`config.mk`:
```
export PLATFORM = sky130hd
export DESIGN_NAME = mod_counter
export DESIGN_NICKNAME = d
export VERILOG_FILES = /design/src/rtl/mod_counter_pkg.sv /design/src/rtl/mod_counter_next.sv /design/src/rtl/mod_counter.sv
export SDC_FILE = /design/constraint.sdc
export NUM_CORES = 1
export LEC_CHECK = 0
export CORE_AREA = 2 2 39 41
export CTS_CLUSTER_DIAMETER = 40
export CTS_CLUSTER_SIZE = 20
export DETAILED_ROUTE_END_ITERATION = 12
export DIE_AREA = 0 0 41 43
export GPL_TIMING_DRIVEN = 0
export PLACE_DENSITY = 0.69
export SYNTH_ARGS = -nofsm -noshare
export SYNTH_HDL_FRONTEND = slang
export SYNTH_SLANG_ARGS = --single-unit
export TNS_END_PERCENT = 50
```
`constraint.sdc`:
```
create_clock -name elk -period 3.4 [get_ports elk]
set_clock_uncertainty 0.1 [all_clocks]
set_input_delay 0.68 -clock elk [delete_from_list [all_inputs] [get_ports elk]]
set_output_delay 0.68 -clock elk [all_outputs]
set_load 0.02 [all_outputs]
```
`src/rtl/mod_counter_pkg.sv`:
```
// Shared types and helpers for the modulo up/down counter.
package mod_counter_pkg;

  typedef enum logic {
    MODE_WRAP = 1'b0,
    MODE_SAT  = 1'b1
  } mode_e;

  // Highest count value reachable for a given modulus.
  function automatic longint unsigned limit_of(input longint unsigned modulus);
    return modulus - 64'd1;
  endfunction

endpackage

```
`src/rtl/mod_counter_next.sv`:
```
// Combinational next-count, load clamp, terminal count and terminal-step flag.
module mod_counter_next
  import mod_counter_pkg::*;
#(
  parameter int unsigned    WIDTH = 4,
  parameter logic [WIDTH:0] LIMIT = {1'b0, {WIDTH{1'b1}}}
) (
  input  logic [WIDTH-1:0] i_q,
  input  logic [WIDTH-1:0] i_din,
  input  logic             i_en,
  input  logic             i_up,
  input  mode_e            i_mode,
  output logic [WIDTH-1:0] o_q_next,
  output logic [WIDTH-1:0] o_load_val,
  output logic             o_tc,
  output logic             o_term
);

  localparam logic [WIDTH:0] ONE = {{WIDTH{1'b0}}, 1'b1};

  logic [WIDTH:0] w_q_ext;
  logic [WIDTH:0] w_din_ext;
  logic           w_at_limit;

  // One extra bit keeps q+1 from truncating when MODULUS = 2**WIDTH.
  assign w_q_ext    = {1'b0, i_q};
  assign w_din_ext  = {1'b0, i_din};
  assign w_at_limit = i_up ? (w_q_ext == LIMIT) : (w_q_ext == '0);

  assign o_term = i_en & w_at_limit;
  assign o_tc   = o_term;

  assign o_load_val = (w_din_ext > LIMIT) ? WIDTH'(LIMIT) : i_din;

  always_comb begin
    // NOTE: default first so every path assigns o_q_next and no latch is inferred.
    o_q_next = i_q;
    if (w_at_limit) begin
      if (i_mode == MODE_WRAP) begin
        o_q_next = i_up ? '0 : WIDTH'(LIMIT);
      end
    end else if (i_up) begin
      o_q_next = WIDTH'(w_q_ext + ONE);
    end else begin
      o_q_next = WIDTH'(w_q_ext - ONE);
    end
  end

endmodule

```
`src/rtl/mod_counter.sv`:
```
// Modulo up/down counter with load, clear, wrap/saturate mode and sticky overflow.
module mod_counter
  import mod_counter_pkg::*;
#(
  parameter int unsigned     WIDTH       = 4,
  parameter longint unsigned MODULUS     = 64'd1 << WIDTH,
  parameter bit              SAT_DEFAULT = 1'b0
) (
  input  logic             elk,
  input  logic             reset,
  input  logic             en,
  input  logic             clr,
  input  logic             load,
  input  logic [WIDTH-1:0] din,
  input  logic             up,
  input  logic             sat,
  input  logic             ovf_clr,
  output logic [WIDTH-1:0] q,
  output logic             tc,
  output logic             ovf
);

  if (WIDTH < 2 || WIDTH > 32 || MODULUS < 2 || MODULUS > (64'd1 << WIDTH)) begin : g_bad_params
    $error("mod_counter: illegal WIDTH=%0d / MODULUS=%0d", WIDTH, MODULUS);
  end

  localparam logic [WIDTH:0] LIMIT     = (WIDTH + 1)'(limit_of(MODULUS));
  localparam mode_e          MODE_INIT = SAT_DEFAULT ? MODE_SAT : MODE_WRAP;

  logic [WIDTH-1:0] r_q;
  logic             r_ovf;
  mode_e            r_mode;

  logic [WIDTH-1:0] w_q_next;
  logic [WIDTH-1:0] w_load_val;
  logic             w_term;
  logic             w_ovf_set;

  mod_counter_next #(
    .WIDTH (WIDTH),
    .LIMIT (LIMIT)
  ) u_next (
    .i_q        (r_q),
    .i_din      (din),
    .i_en       (en),
    .i_up       (up),
    .i_mode     (r_mode),
    .o_q_next   (w_q_next),
    .o_load_val (w_load_val),
    .o_tc       (tc),
    .o_term     (w_term)
  );

  // A terminal step only counts when clear and load do not pre-empt it.
  assign w_ovf_set = w_term & ~clr & ~load;

  always_ff @(negedge elk or posedge reset) begin
    if (reset) begin
      r_q    <= '0;
      r_ovf  <= 1'b0;
      r_mode <= MODE_INIT;
    end else begin
      // NOTE: non-blocking so all three registers update from the same pre-edge values.
      r_mode <= sat ? MODE_SAT : MODE_WRAP;

      if (clr) begin
        r_q <= '0;
      end else if (load) begin
        r_q <= w_load_val;
      end else if (en) begin
        r_q <= w_q_next;
      end

      if (w_ovf_set) begin
        r_ovf <= 1'b1;
      end else if (ovf_clr) begin
        r_ovf <= 1'b0;
      end
    end
  end

  assign q   = r_q;
  assign ovf = r_ovf;

endmodule

```
==> results by group <==
Run status
  • Status: complete, but fails checks
  • Failing checks: negative setup slack

CTS
  • H-tree depth: 1
  • Cts bufs inserted: 3
  • Clock-pin slew on the worst setup and hold paths: 0.03 ns
  • Clock sink count: 6
  • Hold Buf Count CTS: 0
  • CTS tree: built
  • Clock Root Buffer: clkbuf_4
  • CTS max path bufs: 2
  • Clk Latency, worst-skew pair: 0.25 ns

STA
  • Setup TNS: -2.69 ns
  • RSZ-0062 raised after global routing: yes
  • Number of hold violations in the final report: 0
  • WHS: 0.355 ns
  • Worst slew pin tran: 0.326 ns
  • Max-slew violations: 0
  • Slew headroom: 78.2%
  • # setup viols final: 8
  • Post-route setup slack: -0.742 ns

Synth
  • Post-synth top area share: 30.4%
  • Area contributors post-synth: dfrtn_1 30%, inv_1 5.3%, ha_1 5.1%
  • Top cells by count, synth: 7 x inv_1, 6 x dfrtn_1, 3 x o211ai_1, 3 x o21ai_0
  • Synthesized area per cell: 9.69 sq um
  • Mapped cell area: 494 sq um
  • Cells after Synth: 51
  • Most common cell in the netlist: inv_1
  • EDFF count, synth: 0
  • Post-synthesis sequential area ratio: 30.4%
  • Post-synth top area cell: dfrtn_1
  • Main synth FF type: dfrtn_1
  • Asr flop ratio synth: 100%
  • Synth Register Bits: 6
  • Synth unique cells: 27
  • Synth warnings: 0
  • Syn nets: 66

Layout
  • Area delta synth->final: 56.5%
  • Nets: 95
  • Final cell count without fillers: 94
  • Share of layout cells above drive strength 1: 34.6%
  • Antenna cells: 0

Worst setup path
  • Reg2Reg Depth: 5
  • Max FO, Critical Path: 2
  • Critical path data required time: 2.62 ns
  • CP arrival: 3.36 ns
  • R2r endpoint: q[2]
  • CP startpoint: q[1]
  • Worst Setup End Kind: primary output
  • R2R Path Start: q[1]
  • Reg2reg setup slack: 1.50 ns
  • Setup CP Type: reg2out
  • CP Launch Type: flop
  • End point of the critical path: tc

Route
  • Antenna-violating nets left: 0
  • Detailed Routing Iterations Pass 1: 5
  • Drt initial violations: 11
  • WL final: 1260 um
  • Vias per cell: 5.35
  • Residual DRC: 0
  • DR vias: 503
  • Routed len/inst: 13.4 um

Global routing
  • Gr ovfl total: 0
  • Antenna violations before repair: 0
  • Number of global-route vias before repair: 492
  • Gr usage total: 16.6%
  • First-pass GRT wire length: 1970 um
  • Pin count of the biggest net entering global routing: 9

Die
  • Initial Utilization: 35.7%
  • Area of the core: 1380 sq um
  • # rows: 14
  • Die Area: 1760 sq um
  • Die span in x: 41 um
  • Die H: 43 um
  • Top-Level Pins: 18

Placed design
  • Placement Setup Slack: -1.08 ns
  • Placed cell count: 84
  • Detail Placement HPWL: 915 um
  • I/O Buffers: 17
  • Gpl congestion: 0.803

Power
  • Static Leakage: 0.372 nW
  • Overall power: 0.258 mW
  • VDD IR max: 0.201 mV
  • Pwr dens: 333 nW/um^2

Hold path
  • HP Class: reg2reg

Job
  • Maxcap violations: 0
[area by class of cell]
class                           instances  area (sq um)
Inverter                                7          26.3
Timing Repair Buffer                   24           213
Tap cell                               16          20.0
Buffer                                  1          7.51
Multi-Input combinational cell         37           334
Clock buffer                            3          22.5
Sequential cell                         6           150
Fill cell                             145           611
[power breakdown]
part	switching (mW)	total (mW)	internal (mW)
registers	0.00520	0.0843	0.0791
logic	0.0542	0.111	0.0571
clock network	0.0224	0.0621	0.0397
[sequential cells by signal (all words and copies together) (netlist names)]
signal / cells
q: 4
ovf: 1
r_mode: 1
[critical path, cell delays in order, from the launching register on]
cell and delay (ns):
dfrtn_1 0.34, or4_4 0.52, or2_4 0.28, a21boi_4 0.14, buf_6 0.13
[metrics by stage]
| stage | util, % | instance area [sq um] |
|---|---|---|
| final | 55.9 | 773 |
| after global routing | 55.9 | 773 |
| after CTS | 55.0 | 761 |
| after detailed placement | 50.5 | 698 |
| after global placement | 50.5 | 698 |
| after floorplan | - | 508 |
[kinds of logic (layout without fill, tap and decap cells)]
| family | count (synthesis) | count (layout) | synth area share (%) |
|---|---|---|---|
| XOR/XNOR | 2 | 2 | 3.54 |
| buffers and inverters | 8 | 35 | 6.84 |
| adder cells (fa/ha/maj) | 3 | 3 | 9.11 |
| AND/OR/NAND/NOR | 12 | 12 | 17.5 |
| multiplexers | 1 | 1 | 2.03 |
| flip-flops | 6 | 6 | 30.4 |
| AO/OA/AOI/OAI | 19 | 19 | 30.6 |
[how the worst min path moves through the flow]
| stage | start | cells past startpoint | end | slack (ns) |
|---|---|---|---|---|
| CTS | ovf | 1 | ovf | 0.37 |
| global route | ovf | 1 | ovf | 0.39 |
| global placement | ovf | 1 | ovf | 0.36 |
| finish | ovf | 1 | ovf | 0.35 |
| floorplan | ovf | 1 | ovf | 0.49 |
| detailed placement | ovf | 1 | ovf | 0.36 |
[layout by cell type (no fill, tap or decap), types with 2 or more instances in the layout]
cell type	n
o31ai_2	2
and3_1	2
ha_1	2
a21oi_1	2
inv_1	7
and2_1	2
a31oi_1	2
buf_4	9
o21ai_0	2
clkbuf_4	3
buf_2	2
nand3_1	2
xor2_1	2
o211ai_1	3
dfrtn_1	6
clkdlybuf4s50_1	10
buf_6	3
nor2_1	2
[what timing repair did]
item,CTS,global route
resized for setup,30,5
pin swaps,5,3
setup buffers,5,2
setup endpoints to repair,11,11
[metal layers]
layer | global-route usage, % | routed length (um)
met5 | 0 | 0
met4 | 10.7 | 21
met1 | 20.7 | 546
met2 | 24.7 | 648
met3 | 3.14 | 42
No activity file was read; power rests on OpenSTA's default activity.
